File: config.mk
export PLATFORM = sky130hd
export DESIGN_NAME = pipelined_addsub
export DESIGN_NICKNAME = d
export VERILOG_FILES = /design/src/rtl/pipelined_addsub.sv
export SDC_FILE = /design/constraint.sdc
export NUM_CORES = 1
export LEC_CHECK = 0
export ABC_AREA = 1
export CORE_UTILIZATION = 35
export CTS_CLUSTER_DIAMETER = 120
export DETAILED_ROUTE_END_ITERATION = 10
export GPL_ROUTABILITY_DRIVEN = 0
export GPL_TIMING_DRIVEN = 0
export PLACE_DENSITY = 0.69
export RECOVER_POWER = 50
export REMOVE_ABC_BUFFERS = 1
export SLEW_MARGIN = 20
export SYNTH_ARGS = -nofsm -noshare
export SYNTH_HDL_FRONTEND = slang
export SYNTH_SLANG_ARGS = --single-unit
File: constraint.sdc
create_clock -name clock -period 2.6 [get_ports clock]
set_input_delay 0.52 -clock clock [delete_from_list [all_inputs] [get_ports clock]]
set_output_delay 0.52 -clock clock [all_outputs]
set_load 0.005 [all_outputs]
File: src/rtl/pipelined_addsub.sv
`default_nettype none
// ============================================================================
// Module  : pipelined_addsub
// Brief   : Pipelined two's-complement add/sub; carry ripples CHUNK bits per
//           stage with valid/ready back-pressure. WIDTH must be a multiple of
//           CHUNK. Define PIPELINED_ADDSUB_SAT_EN for saturating results.
// Revision: 1.0 - initial release
// ============================================================================
module pipelined_addsub #(
  parameter int WIDTH = 8,
  parameter int CHUNK = 4
) (
  input  logic             clock,
  input  logic             reset,
  input  logic             in_valid,
  output logic             in_ready,
  input  logic [WIDTH-1:0] in_a,
  input  logic [WIDTH-1:0] in_b,
  input  logic             in_cin,
  input  logic             in_sub,
  output logic             out_valid,
  input  logic             out_ready,
  output logic [WIDTH-1:0] out_sum,
  output logic             out_cout,
  output logic             out_ovf
);

  localparam int STAGES = WIDTH / CHUNK;
  // Sum and skew storage are packed triangularly: stage k keeps (k+1) finished
  // chunks and (STAGES-1-k) unprocessed operand chunks.
  localparam int SUMW = CHUNK * STAGES * (STAGES + 1) / 2;
  localparam int SKW  = (STAGES > 1) ? CHUNK * STAGES * (STAGES - 1) / 2 : 1;

  function automatic int sum_off(input int k);
    return CHUNK * k * (k + 1) / 2;
  endfunction

  function automatic int skw_off(input int k);
    return CHUNK * (k * (STAGES - 1) - k * (k - 1) / 2);
  endfunction

  logic              w_adv;
  logic [WIDTH-1:0]  w_b_eff;
  logic              w_cin_eff;
  logic [STAGES-1:0] valid_q, carry_q, w_v_in, w_c_out;
  logic [SUMW-1:0]   sum_q, sum_d, w_sum_en;
  logic [SKW-1:0]    a_q, a_d, b_q, b_d, w_skw_en;
  logic              ovf_q, ovf_d;

  assign w_adv     = !valid_q[STAGES-1] || out_ready;
  assign in_ready  = w_adv;
  assign w_b_eff   = in_sub ? ~in_b : in_b;
  assign w_cin_eff = in_sub | in_cin;

  for (genvar k = 0; k < STAGES; k++) begin : g_stage
    localparam int SO = sum_off(k);
    localparam int SN = CHUNK * (k + 1);

    logic [CHUNK-1:0] w_a, w_b, w_s;
    logic             w_c;
    logic [SN-1:0]    w_word;

    if (k == 0) begin : g_first
      assign w_a       = in_a[CHUNK-1:0];
      assign w_b       = w_b_eff[CHUNK-1:0];
      assign w_c       = w_cin_eff;
      assign w_v_in[k] = in_valid;
      assign w_word    = w_s;
      if (STAGES > 1) begin : g_skew
        assign a_d[skw_off(k) +: CHUNK*(STAGES-1)] = in_a[WIDTH-1:CHUNK];
        assign b_d[skw_off(k) +: CHUNK*(STAGES-1)] = w_b_eff[WIDTH-1:CHUNK];
      end
    end else begin : g_rest
      assign w_a       = a_q[skw_off(k-1) +: CHUNK];
      assign w_b       = b_q[skw_off(k-1) +: CHUNK];
      assign w_c       = carry_q[k-1];
      assign w_v_in[k] = valid_q[k-1];
      assign w_word    = {w_s, sum_q[sum_off(k-1) +: CHUNK*k]};
      if (k < STAGES - 1) begin : g_skew
        assign a_d[skw_off(k) +: CHUNK*(STAGES-1-k)] =
          a_q[skw_off(k-1)+CHUNK +: CHUNK*(STAGES-1-k)];
        assign b_d[skw_off(k) +: CHUNK*(STAGES-1-k)] =
          b_q[skw_off(k-1)+CHUNK +: CHUNK*(STAGES-1-k)];
      end
    end

    assign {w_c_out[k], w_s} = {1'b0, w_a} + {1'b0, w_b} + {{CHUNK{1'b0}}, w_c};
    assign w_sum_en[SO +: SN] = {SN{w_v_in[k]}};

    if (k == STAGES - 1) begin : g_last
      logic w_ovf;
      assign w_ovf = (w_a[CHUNK-1] == w_b[CHUNK-1]) && (w_s[CHUNK-1] != w_a[CHUNK-1]);
      assign ovf_d = w_ovf;
`ifdef PIPELINED_ADDSUB_SAT_EN
      // Positive overflow only happens with a non-negative A, so A's sign picks the rail.
      assign sum_d[SO +: SN] = w_ovf ? {w_a[CHUNK-1], {(WIDTH-1){~w_a[CHUNK-1]}}} : w_word;
`else
      assign sum_d[SO +: SN] = w_word;
`endif
    end else begin : g_mid
      assign sum_d[SO +: SN] = w_word;
      assign w_skw_en[skw_off(k) +: CHUNK*(STAGES-1-k)] = {(CHUNK*(STAGES-1-k)){w_v_in[k]}};
    end
  end

  // Data registers load only for valid entries; bubbles move just the valid bits.
  always_ff @(posedge clock) begin
    if (reset) begin
      valid_q <= '0;
      carry_q <= '0;
      sum_q   <= '0;
      a_q     <= '0;
      b_q     <= '0;
      ovf_q   <= 1'b0;
    end else if (w_adv) begin
      valid_q <= w_v_in;
      carry_q <= (carry_q & ~w_v_in) | (w_c_out & w_v_in);
      sum_q   <= (sum_q & ~w_sum_en) | (sum_d & w_sum_en);
      a_q     <= (a_q & ~w_skw_en) | (a_d & w_skw_en);
      b_q     <= (b_q & ~w_skw_en) | (b_d & w_skw_en);
      if (w_v_in[STAGES-1]) begin
        ovf_q <= ovf_d;
      end
    end
  end

  assign out_valid = valid_q[STAGES-1];
  assign out_sum   = sum_q[SUMW-1 -: WIDTH];
  assign out_cout  = carry_q[STAGES-1];
  assign out_ovf   = ovf_q;

endmodule
`default_nettype wire

* Word-level counts from Yosys, hierarchy flattened
Index checks and enable logic that the tools add are counted.
W data, S select, Z words.
** Operators by class
- Bitwise logic cells :: 17
- Equality and inequality tests :: 2
- Add/subtract/negate cells :: 4
- Mux-type cells :: 1
- Reduce and logical (&&, ||, !) cells :: 4
** Operator list (count)
- $and A12 B12 Y12 :: 2
- $and A4 B4 Y4 :: 4
- $not A12 Y12 :: 1
- $or A12 B12 Y12 :: 1
- $add A4 B4 Y5 :: 2
- $add A5 B1 Y5 :: 2
- $mux W8 :: 1
- $not A8 Y8 :: 1
- $or A4 B4 Y4 :: 2
- $and A2 B2 Y2 :: 2
- $not A4 Y4 :: 1
- $not A2 Y2 :: 1
- $or A2 B2 Y2 :: 1
- $reduce_and A2 Y1 :: 1
- $eq A1 B1 Y1 :: 1
- $logic_and A1 B1 Y1 :: 1
- $logic_not A1 Y1 :: 1
- $logic_or A1 B1 Y1 :: 1
- $ne A1 B1 Y1 :: 1
- $or A1 B1 Y1 :: 1
** Word-level totals
- Word-level logic and storage cells :: 34
- Output and inout bits :: 12
- Input port bits :: 22
- Flip-flop bits (word level) :: 25

* Longest topological paths before layout
- Depth after elaboration :: 6
- Depth in mapped cells :: 10
- Mapped depth without buffers :: 9

* Worst setup path after synthesis
No wires, ideal clock.
- Kind :: in2reg
- Start :: input port in_sub
- End :: register (tool-made name)
- Library setup time :: 0.116 ns
- Stages :: 7
- Required time :: 2.484 ns
- Data arrival time :: 1.915 ns
- Path slack :: 0.569 ns
- Buffers on the path :: 1
- Cell sequence :: buf_2 > xnor2_1 > fa_1 > inv_1 > fa_1 > o21ai_0 > nor2_1
** RTL lines
- start: declaration :: RTL line 20 : input logic in_sub,

==> impl_results.md <==
- Number of distinct library cells after synthesis: 21
- Slew at the pin with the worst max-slew slack: 645 ps
- Most common cell in the synthesized netlist: sky130_fd_sc_hd__nor2_1
- Worst EP required: 2760 ps
- Kind of critical path: input port to flip-flop
- Max-slew violations: 0
- Global routing usage summed across all routing layers: 0.128
- Min-delay src: out_ovf$_SDFFE_PP0P_
- Hold-critical path depth: 2
- Number of buffers created by CTS: 3
- Number of warnings issued by yosys: 0
- Main flop type after synthesis: sky130_fd_sc_hd__dfxtp_1
- Library cell with the largest summed area after synthesis: sky130_fd_sc_hd__dfxtp_1
- TritonCTS clock tree: yes
- Detailed router's first-iteration violation count: 26
- Endpoint with the worst hold slack: out_ovf$_SDFFE_PP0P_
- Port buffer count: 33
- Most frequent cells after synthesis: sky130_fd_sc_hd__nor2_1, sky130_fd_sc_hd__dfxtp_1, sky130_fd_sc_hd__o21ai_0, sky130_fd_sc_hd__a21oi_1, sky130_fd_sc_hd__nand2_1
- Finish-stage setup viols: 0
- Final cell area excluding filler cells: 1610 um2
- Final Routed Wirelength: 2270 um
- Inserted Diodes: 0
- Horizontal die dimension: 62.9 um
- Max clock buf depth: 2
- Post-synthesis compound-gate area fraction: 0.148
- Maximum clock frequency: 0.411 GHz
- Critical path peak fanout: 9
- Vias per inst: 4.47
- R2R cell count: 5
- Placeable core region: 3440 um2
- Post-layout nets: 216
- Main area contributors after synthesis: sky130_fd_sc_hd__dfxtp_1, sky130_fd_sc_hd__nor2_1, sky130_fd_sc_hd__o21ai_0
- Final clock skew: 4.10 ps
- Cell repeated most along the worst path: sky130_fd_sc_hd__fa_1
- Remaining antenna violation count: 0
- Worst reg2reg setup slack: 720 ps
- Proportion of synthesized area in mux cells: 0
- Post-synthesis share of cell area spent on xor and xnor gates: 0.0676
- Crit path setup slack, layout: 167 ps
- Area growth from synthesis to layout: 24.5%
- Post-Syn Instances: 159
- Maximum number of pins on one net before global-route repair: 22
- Clock insertion delay at the later pin of the skew report: 260 ps
- Type of the worst min-delay path: flip-flop to flip-flop
- Half-perimeter wire length of the detailed placement result: 1760 um
- RSZ-0062 raised after global routing: no
- Total iterations of the first detailed-routing run: 4
- Dominant combinational cell family by area after synthesis: simple AND/OR/NAND/NOR gates
- Number of antenna violations at the first check in global routing: 0
- Wire length of the first global-routing pass: 3970 um
- Post-synthesis share of cell area spent on and, or, nand and nor gates: 0.171
- Number of hold-repair buffers added at the cts stage: 0
- Syn Area/Cell: 8.15 um2
- Share of final-layout standard cells stronger than drive strength 1: 0.0219
- Cell breakdown of the critical path: clkdlybuf4s50_1, xnor2_1, fa_1, inv_1, fa_1, o21ai_0, nor2_1
- Critical path launch point type: input port
- CTS resizes: 0
- Portion of the clock cycle consumed by the worst path in the final layout: 0.936
- Critical path arrival: 2590 ps
- Crit path time final: 2430 ps
- Post-synthesis instance area: 1300 um2
- Share of Yosys cell area claimed by the top area cell type: 0.386
- Clock tree sinks: 25
- Pwr per Cell Area: 525 nW/um2
- Max_cap viols: 0
- Number of enable-type register cells in the synthesized netlist: 0
- Master of the slowest instance on the critical path: sky130_fd_sc_hd__clkdlybuf4s50_1
- Worst setup slack after placement: -131 ps
- Post-synthesis sequential area ratio: 0.386
- Non-filler cells, final: 229
- Static Leak: 0.675 nW
- Share of synthesized flip-flops with an asynchronous set or reset: 0
- Number of design rule violations left after detail routing: 0
- Placed Cells: 225
- Via count: 1023
- # H-tree levels: 1
- Area of placed instances: 1590 um2
- Hold violation count in the final report: 0
- R2r startpoint: valid_q[1]$_SDFFE_PP0N_
- Clock-pin transition on the worst setup and hold timing paths: 80 ps
- Die Height: 62.9 um
- Wire length per cell after detailed routing: 9.91 um
- Number of rows in the core area: 21
- Ports: 34
- Post-route core utilization: 0.469
- Slew headroom: 0.569
- Sort of element at the end of the critical path: flip-flop
- Result of the run: complete, no violations
- Register bit total from synthesis: 25
- Largest stage delay, worst path: 760 ps
- Initial core utilization: 0.377
- Total setup buffers inserted after CTS: 0
- Adder-cell share of the synthesized area: 0.120
- Via count of the first global-routing pass: 924
- Worst IR Drop VDD: 0.182 mV
- Library cell used as clock root buffer: sky130_fd_sc_hd__clkbuf_8
- Residual overflow from global routing: 0
- Die outline area: 3950 um2
through the flow:
| stage | setup TNS (ps) | hold slack, ps | total power, mW |
|---|---|---|---|
| floorplan | 0 | 450 | 0.556 |
| global placement | -155 | 465 | 0.642 |
| detailed placement | -185 | 465 | 0.645 |
| CTS | 0 | 477 | 0.866 |
| global route | 0 | 490 | 0.910 |
| finish | 0 | 473 | 0.848 |
power breakdown:
part           internal, mW  leakage, nW  switching, mW
Sequential            0.415        0.207         0.0182
Clock                 0.109       0.0228          0.112
Combinational         0.101        0.446         0.0924
placed cells by master (no fill, tap or decap):
master,instances
sky130_fd_sc_hd__nor3_1,1
sky130_fd_sc_hd__dfxtp_1,25
sky130_fd_sc_hd__fa_1,4
sky130_fd_sc_hd__ha_1,6
sky130_fd_sc_hd__clkbuf_1,1
sky130_fd_sc_hd__o21ai_0,19
sky130_fd_sc_hd__xor2_1,3
sky130_fd_sc_hd__o21ai_1,2
sky130_fd_sc_hd__clkinvlp_2,1
sky130_fd_sc_hd__inv_1,10
sky130_fd_sc_hd__xnor2_1,7
sky130_fd_sc_hd__nand2_1,14
sky130_fd_sc_hd__a31oi_1,1
sky130_fd_sc_hd__nor2_1,31
sky130_fd_sc_hd__a21oi_1,16
sky130_fd_sc_hd__nand3_1,6
sky130_fd_sc_hd__dlygate4sd3_1,10
sky130_fd_sc_hd__clkdlybuf4s50_1,23
sky130_fd_sc_hd__clkbuf_8,3
routing by layer:
metal	part of all wire	track usage	vias to the layer above
li1	-	-	555
met1	0.49	0.162	430
met2	0.44	0.204	33
met3	0.045	0.0219	5
met4	0.022	0.0698	0
met5	0	0	-
cells by family (layout without fill, tap and decap cells):
logic type               count (synthesis)  count (layout)
buffers and inverters                   24              48
AO/OA/AOI/OAI                           38              38
adder cells (fa/ha/maj)                 10              10
flip-flops                              25              25
AND/OR/NAND/NOR                         52              52
XOR/XNOR                                10              10
worst max-delay path: cells and delay by family:
| family | cells | cell delay, ps |
|---|---|---|
| AOI/OAI and AO/OA | 1 | 180 |
| xor gates and xnor gates | 1 | 170 |
| adders and majority gates | 2 | 820 |
| buffers and inverters | 2 | 840 |
| and+or+nand+nor | 1 | 60 |
area by class of cell:
cell class,instances,area [um2]
Clock buffer,4,45.0
Fill cell,369,1830
Multi-Input combinational cell,110,638
Tap cell,46,57.6
Timing Repair Buffer,33,330
Sequential cell,25,500
Inverter,11,42.5
worst max path at each step:
stage | from | to | slack [ps] | cells past startpoint
final | in_sub | flip-flop | 170 | 7
after global routing | in_sub | flip-flop | 8 | 7
after CTS | in_sub | flip-flop | 150 | 7
after detailed placement | in_sub | flip-flop | -130 | 7
after global placement | in_sub | flip-flop | -110 | 7
after floorplan | in_b[0] | flip-flop | 780 | 6
Power figures use the tool's default switching activity.
